`config.mk`:
```
export PLATFORM = sky130hd
export DESIGN_NAME = op_encode_loader
export DESIGN_NICKNAME = d
export VERILOG_FILES = /design/src/rtl/tis100_pkg.sv /design/src/rtl/op_encode.sv /design/src/rtl/op_encode_loader.sv
export SDC_FILE = /design/constraint.sdc
export NUM_CORES = 1
export LEC_CHECK = 0
export CELL_PAD_IN_SITES_DETAIL_PLACEMENT = 0
export CELL_PAD_IN_SITES_GLOBAL_PLACEMENT = 1
export CORE_MARGIN = 2
export CORE_UTILIZATION = 34
export DETAILED_ROUTE_END_ITERATION = 8
export PLACE_DENSITY = 0.76
export SLEW_MARGIN = 5
export SYNTH_ARGS = -nofsm -noshare
export SYNTH_HDL_FRONTEND = slang
export SYNTH_SLANG_ARGS = --single-unit
```
`constraint.sdc`:
```
create_clock -name clk -period 3.1 [get_ports clk]
set_input_delay 0.62 -clock clk [delete_from_list [all_inputs] [get_ports clk]]
set_output_delay 0.62 -clock clk [all_outputs]
set_load 0.03 [all_outputs]
```
`src/rtl/tis100_pkg.sv`:
```
// rtl/tis100_pkg.sv - TIS-100 opcode, field layout, program depth and immediate limits
package tis100_pkg;

   typedef enum logic [3:0] {
      OP_NOP = 4'd0, OP_MOV, OP_SWP, OP_SAV, OP_ADD, OP_SUB, OP_NEG,
      OP_JMP, OP_JEZ, OP_JNZ, OP_JGZ, OP_JLZ, OP_JRO
   } opcode_e;

   typedef enum logic [1:0] {ST_IDLE, ST_LOAD, ST_DONE, ST_ERROR} load_state_e;

   localparam int INSTR_W = 4;
   localparam int SRC_W   = 3;
   localparam int CONST_W = 11;
   localparam int DST_W   = 3;
   localparam int WORD_W  = INSTR_W + SRC_W + CONST_W + DST_W;

   localparam int DST_LSB   = 0;
   localparam int CONST_LSB = DST_LSB + DST_W;
   localparam int SRC_LSB   = CONST_LSB + CONST_W;
   localparam int INSTR_LSB = SRC_LSB + SRC_W;

   localparam int PROG_DEPTH = 15;

   localparam logic signed [CONST_W-1:0] CONST_MIN = -11'sd999;
   localparam logic signed [CONST_W-1:0] CONST_MAX = 11'sd999;

   // Opcodes above JRO (13..15) have no decoder meaning.
   function automatic logic op_legal(input logic [INSTR_W-1:0] instr);
      return instr <= OP_JRO;
   endfunction

endpackage

```
`src/rtl/op_encode.sv`:
```
// rtl/op_encode.sv - packs instruction fields into one program word (inverse of the node decoder)
module op_encode
   import tis100_pkg::*;
(
   input  logic [INSTR_W-1:0]        i_instr,
   input  logic [SRC_W-1:0]          i_src,
   input  logic signed [CONST_W-1:0] i_const,
   input  logic [DST_W-1:0]          i_dst,
   output logic [WORD_W-1:0]         o_word
);

   always_comb begin
      o_word                          = '0;
      o_word[INSTR_LSB +: INSTR_W]    = i_instr;
      o_word[SRC_LSB   +: SRC_W]      = i_src;
      o_word[CONST_LSB +: CONST_W]    = i_const;
      o_word[DST_LSB   +: DST_W]      = i_dst;
   end

endmodule

```
`src/rtl/op_encode_loader.sv`:
```
// rtl/op_encode_loader.sv - program loader FSM writing encoded ops to program memory
// Optional immediate range check enabled by OP_ENCODE_RANGE_CHECK_EN.
module op_encode_loader
   import tis100_pkg::*;
(
   input  logic                      clk,
   input  logic                      reset,
   input  logic                      start,
   input  logic                      finish,
   input  logic                      in_valid,
   output logic                      in_ready,
   input  logic [INSTR_W-1:0]        in_instr,
   input  logic [SRC_W-1:0]          in_src,
   input  logic signed [CONST_W-1:0] in_const,
   input  logic [DST_W-1:0]          in_dst,
   output logic                      wr_en,
   output logic [3:0]                wr_addr,
   output logic [WORD_W-1:0]         wr_data,
   output logic [3:0]                prog_len,
   output logic                      done,
   output logic                      err
);

   localparam logic [3:0] LAST_IDX = 4'(PROG_DEPTH - 1);

   load_state_e       r_state, w_state_next;
   logic [3:0]        r_cnt;
   logic [3:0]        r_prog_len;
   logic              r_wr_en;
   logic [3:0]        r_wr_addr;
   logic [WORD_W-1:0] r_wr_data;
   logic [WORD_W-1:0] w_word;
   logic              w_accept;
   logic              w_bad;
   logic              w_last;

   op_encode u_op_encode (
      .i_instr (in_instr),
      .i_src   (in_src),
      .i_const (in_const),
      .i_dst   (in_dst),
      .o_word  (w_word)
   );

   assign in_ready = (r_state == ST_LOAD) && (r_cnt < 4'(PROG_DEPTH));
   // A coincident start restarts the load, so the beat is dropped.
   assign w_accept = in_valid && in_ready && !start;
   assign w_last   = (r_cnt == LAST_IDX);

`ifdef OP_ENCODE_RANGE_CHECK_EN
   assign w_bad = !op_legal(in_instr) || (in_const < CONST_MIN) || (in_const > CONST_MAX);
`else
   assign w_bad = !op_legal(in_instr);
`endif

   always_ff @(posedge clk or posedge reset) begin
      if (reset) r_state <= ST_IDLE;
      else       r_state <= w_state_next;
   end

   always_comb begin
      w_state_next = r_state;
      if (start) begin
         w_state_next = ST_LOAD;
      end else if (r_state == ST_LOAD) begin
         if (w_accept && w_bad)                w_state_next = ST_ERROR;
         else if ((w_accept && w_last) || finish) w_state_next = ST_DONE;
      end
   end

   always_ff @(posedge clk or posedge reset) begin
      if (reset) begin
         r_cnt      <= '0;
         r_prog_len <= '0;
         r_wr_en    <= 1'b0;
         r_wr_addr  <= '0;
         r_wr_data  <= '0;
      end else begin
         r_wr_en <= 1'b0;
         if (start) begin
            r_cnt      <= '0;
            r_prog_len <= '0;
         end else if (r_state == ST_LOAD) begin
            if (w_accept && w_bad) begin
               r_prog_len <= '0;
            end else begin
               if (w_accept) begin
                  r_wr_en   <= 1'b1;
                  r_wr_addr <= r_cnt;
                  r_wr_data <= w_word;
                  r_cnt     <= r_cnt + 4'd1;
               end
               // A word accepted alongside finish is counted before closing.
               if ((w_accept && w_last) || finish)
                  r_prog_len <= r_cnt + {3'b000, w_accept};
            end
         end
      end
   end

   assign wr_en    = r_wr_en;
   assign wr_addr  = r_wr_addr;
   assign wr_data  = r_wr_data;
   assign prog_len = r_prog_len;
   assign done     = (r_state == ST_DONE);
   assign err      = (r_state == ST_ERROR);

endmodule
```
# Word-level counts from Yosys, hierarchy flattened
# Index checks and enable logic that the tools add are counted.
[op_classes] add_sub_neg=2 n_lt_le_gt_ge=2 n_eq_ne=5 muxes=16 n_bitwise=2 n_reduce_logical=14
[op_table] operator="$mux 4" count=8
[op_table] operator="$mux 2" count=4
[op_table] operator="$logic_and 1x1->1" count=5
[op_table] operator="$add 4x1->4" count=1
[op_table] operator="$add 4x1->4 const B" count=1
[op_table] operator="$eq 2x2->1 const B" count=2
[op_table] operator="$eq 4x4->1 const B" count=1
[op_table] operator="$le 4x4->1 const B" count=1
[op_table] operator="$lt 4x4->1 const B" count=1
[op_table] operator="$mux 1" count=4
[op_table] operator="$reduce_and 4->1" count=1
[op_table] operator="$reduce_bool 2->1" count=2
[op_table] operator="$reduce_and 3->1" count=1
[op_table] operator="$reduce_bool 3->1" count=1
[op_table] operator="$eq 2x1->1 const B" count=1
[op_table] operator="$logic_not 1->1" count=2
[op_table] operator="$ne 2x2->1 const B" count=1
[op_table] operator="$not 1->1" count=2
[op_table] operator="$reduce_and 2->1" count=1
[op_table] operator="$logic_or 1x1->1" count=1
[word_totals] regBits=36 in_bits=26 out_inout_bits=33 wordCells=47

# Longest topological paths before layout
[depth] ltp_word=10 ltp_mapped=10 mapped_depth_nobuf=9

# Hierarchy
# Synthesis repeated with hierarchy kept, for this count alone.
[unflattened] cells_unflattened=133 hier_area_um2=1734.2
[modules_own_cells] module="op_encode_loader" n_inst=1 cells_per_inst=112 area_each_um2=1576.5 seq_area_each_um2=900.9
[modules_own_cells] module="op_encode" n_inst=1 cells_per_inst=21 area_each_um2=157.7 seq_area_each_um2=0.0

# Worst setup path before layout
# No wires, ideal clock.
[synth_timing] path_kind="register -> output" startpoint="register r_cnt[0]" endpoint="output in_ready" arrival_ps=1584 t_required_ps=2480 setup_slack_ps=896 path_stages_with_launch=5 path_buffers=1 path_cell_list="dfrtp_1 -> ha_1 -> and3_1 -> buf_2 -> nor3_1"
[synth_between] elab_chain_cells=2
[synth_rtl] item="start: declaration" line="op_encode_loader.sv:27" rtl="logic [3:0] r_cnt;"
[synth_rtl] item="start signal: assignment" line="op_encode_loader.sv:91" rtl="r_cnt <= r_cnt + 4'd1;"
[synth_rtl] item="$lt 4x4->1" line="op_encode_loader.sv:45" rtl="assign in_ready = (r_state == ST_LOAD) && (r_cnt < 4'(PROG_DEPTH));"
[synth_rtl] item="$logic_and 1x1->1" line="op_encode_loader.sv:45"
[synth_rtl] item="end: declaration" line="op_encode_loader.sv:11" rtl="output logic in_ready,"
# No other way between the ends.

# Worst setup path in the final report
[layout_timing] startpoint="register r_cnt[1]" endpoint="output in_ready"
# The elaborated chain is that of the path after synthesis.

==> results.md <==
* Sequential share of the synthesized area at 56.3%
* Pwr/cell area at 675 nW/um^2
* Clk slew on worst S/H paths at 70 ps
* P_int at ~1.1 mW
* Final wirelength at approximately 3.4 mm
* Count of cell types in the netlist at 28
* Worst VDD drop at 0.000312 V
* Max Slew Vio Count at 0
* Num ports at 59
* Critical-path top delay cell: clkdlybuf4s50_1
* Cell count after synthesis at 113
* CTS max path bufs at 2
* Min cycle time layout at 2740 ps
* FF+latch count, synth at 36
* Average wire per standard cell at 14.9 microns
* Fmax at 0.365 GHz
* Hold path startpoint: wr_addr[3]$_DFFE_PP0P_
* Switching share of power at 30.4%
* Gpl congestion at ~0.82
* Vias/cell at 4.97
* Die area at ~5300 sq um
* Most frequent cells in the layout: clkdlybuf4s50_1 (58), dfrtp_1 (36), mux2_2 (10), mux2_4 (10)
* Arr. time, crit path at about 2100 ps
* Max incr delay on CP at 700 ps
* Max Cap Viol at 0
* Critical Path Start: r_cnt[1]$_DFFE_PP0P_
* # Post-CTS Setup Buffers at 0
* GRT Overall Usage at 14.7%
* Vias in the first global route at roughly 1,200
* H-tree depth at 2
* Setup TNS Final at 0 ps
* Final-stage net count at 206
* CTS Sinks at 36
* Crit path max-delay family: buffers and inverters
* PortBufs at 58
* Core area at approximately 4400 sq um
* Rows at 24
* Clock Skew at 5.28 ps
* Share of cells above drive strength 1 at 19.2%
* Hold path depth at 1
* Crit. End Element: output port
* Routed vias at 1,137
* Cell Area, Synth at 1600 sq um
* First-pass GRT wire length at 5.77 mm
* Initial Util at 36.0%
* Detail Placement HPWL at 2.46 mm
* Initial antenna violation count at 0
* Final std cells w/o fill at approximately 230
* Tot Pwr at between 1.5 and 2 mW
* Hold buffers post-CTS at 0
* Final instance area at 2350 sq um
* Part of the power in registers at 38.3%
* Total CTS buffers at 5
* Setup-failing EPs final at 0
* Worst Path Required at around 2500 ps
* Skew-Pair Late Insertion Delay at ~280 ps
* CTS tree: built
* Buf/Inv on CP at 1
* Syn nets at 143
* Clk root buf: clkbuf_8
* Post_cts resized at 0
* Die height at 72.6 microns
* Worst hold path class: register to register
* Dpl cells at roughly 220
* Slew @ Worst Pin at 608 ps
* Crit share post-route at between 80% and 90%
* Critical path depth at 4
* Cell Area, Placed at roughly 2200 sq um
* Max-slew headroom at 59.2%
* R2R Path Start: r_cnt[1]$_DFFE_PP0P_
* Startpoint Class: register
* Logic pwr share at 34.0%
* Worst Path Max Fanout at 7
* Clock Power Share at around 28%
* Drt pass-1 iters at 4
* DRC Markers at 0
* Largest net degree at the start of global routing at 37
* Syn Area/Cell at 14.2 sq um
* RSZ-0062 raised after global routing: no
* Final hold vios at 0
* Post-route ant nets at 0
* Worst r2r path cells at 8
* Commonest non-fill, non-tap cell in the layout: clkdlybuf4s50_1
* Total grt overflow at 0
* Critical Path, Cell by Cell: ha_1, and3_1, nor3_1, clkdlybuf4s50_1
* Diode count at 0
* Leakage at 1.03 nW
* Initial DRC Count at 34
* Outcome: finished, final reports clean
* WS Path Type: register to output port
* Area Overhead vs Synth at 47.0%
* Warnings from Yosys at 0
* Die Wd at 72.6 microns
* Psw at 484 uW
[worst paths after layout]
| check | slack (ps) | end |
|---|---|---|
| worst max-delay path | 360 | in_ready |
| worst min-delay path | 490 | wr_addr[3]$_DFFE_PP0P_ |
| worst max register to register | 810 | prog_len[1]$_DFFE_PP0P_ |
| worst min register to register | 490 | wr_addr[3]$_DFFE_PP0P_ |
| max in group asynchronous | 2040 | wr_en$_DFF_PP0_ |
| min in group asynchronous | 750 | r_cnt[1]$_DFFE_PP0P_ |
[power groups by stage]
stage          Clock, mW  Combinational (mW)  Sequential (mW)
4_1_cts            0.457               0.548            0.610
3_3_place_gp           0               0.539            0.612
2_1_floorplan          0               0.134            0.784
3_5_place_dp           0               0.545            0.618
5_1_grt            0.486               0.570            0.623
6_report           0.440               0.541            0.608
[sequential cells by signal, summed over array words and instances, names as in the netlist]
name and count:
r_state 2, r_cnt 4, prog_len 4, wr_addr 4, wr_en 1, wr_data 21
[synth_stat cells]
cell | n | area share (%)
nor4b_1 | 1 | 0.55
xnor2_1 | 4 | 2.2
o21ba_2 | 1 | 0.63
a211oi_1 | 1 | 0.47
mux2_2 | 10 | 7.0
clkbuf_1 | 1 | 0.23
nor3_4 | 1 | 1.0
dfrtp_1 | 36 | 56
mux2_4 | 10 | 9.4
and3_1 | 1 | 0.39
buf_6 | 3 | 2.1
nor3b_1 | 3 | 1.4
inv_1 | 4 | 0.94
xor2_1 | 1 | 0.55
o32a_1 | 1 | 0.63
nand3b_1 | 1 | 0.47
nand3_1 | 2 | 0.63
nor2_1 | 8 | 1.9
buf_2 | 1 | 0.31
a31oi_1 | 2 | 0.78
nor3_1 | 4 | 1.3
o211a_1 | 1 | 0.63
nor4_1 | 1 | 0.39
ha_1 | 4 | 3.1
mux2_1 | 8 | 5.6
or2_4 | 1 | 0.55
o21ai_0 | 1 | 0.31
o21ai_1 | 1 | 0.31
[worst register-to-register path: cells and delay by family (launching register included)]
| kind | cells | cell delay [ps] |
|---|---|---|
| simple gates | 4 | 780 |
| flops | 1 | 480 |
| fa+ha+maj | 3 | 650 |
| mux | 1 | 280 |
[logic make-up (layout without fill, tap and decap cells)]
group	Yosys count	after routing	share of synthesized area [%]
AND/OR/NAND/NOR	23	23	8.52
buffers and inverters	9	73	3.59
flip-flops	36	36	56.2
multiplexers	28	28	22.0
AO/OA/AOI/OAI	8	8	3.75
adder cells (fa/ha/maj)	4	4	3.13
XOR/XNOR	5	5	2.73
[final cells by class]
class / instances / area (sq um)
timing repair buffer: 61 / 603
clock inverter: 1 / 30.0
fill: 392 / 2090
tap: 52 / 65.1
inverter: 4 / 15.0
sequential: 36 / 901
clock buffer: 7 / 96.3
multi-input combinational: 68 / 643
[routing by layer]
layer	wire (microns)	global-route usage (%)	vias to the layer above
met2	1690	23.9	48
met5	0	0	-
li1	-	-	527
met4	37	6.17	0
met1	1410	17.2	560
met3	279	6.08	2
[metrics by stage]
stage / hold slack (ps) / setup WS [ps] / util, %
final: 489 / 361 / 53.0
after global routing: 517 / 221 / 53.0
after CTS: 499 / 349 / 53.0
after detailed placement: 482 / 508 / 50.1
after global placement: 472 / 551 / 50.1
after floorplan: 516 / 896 / -
(Power assumes the default switching activity.)
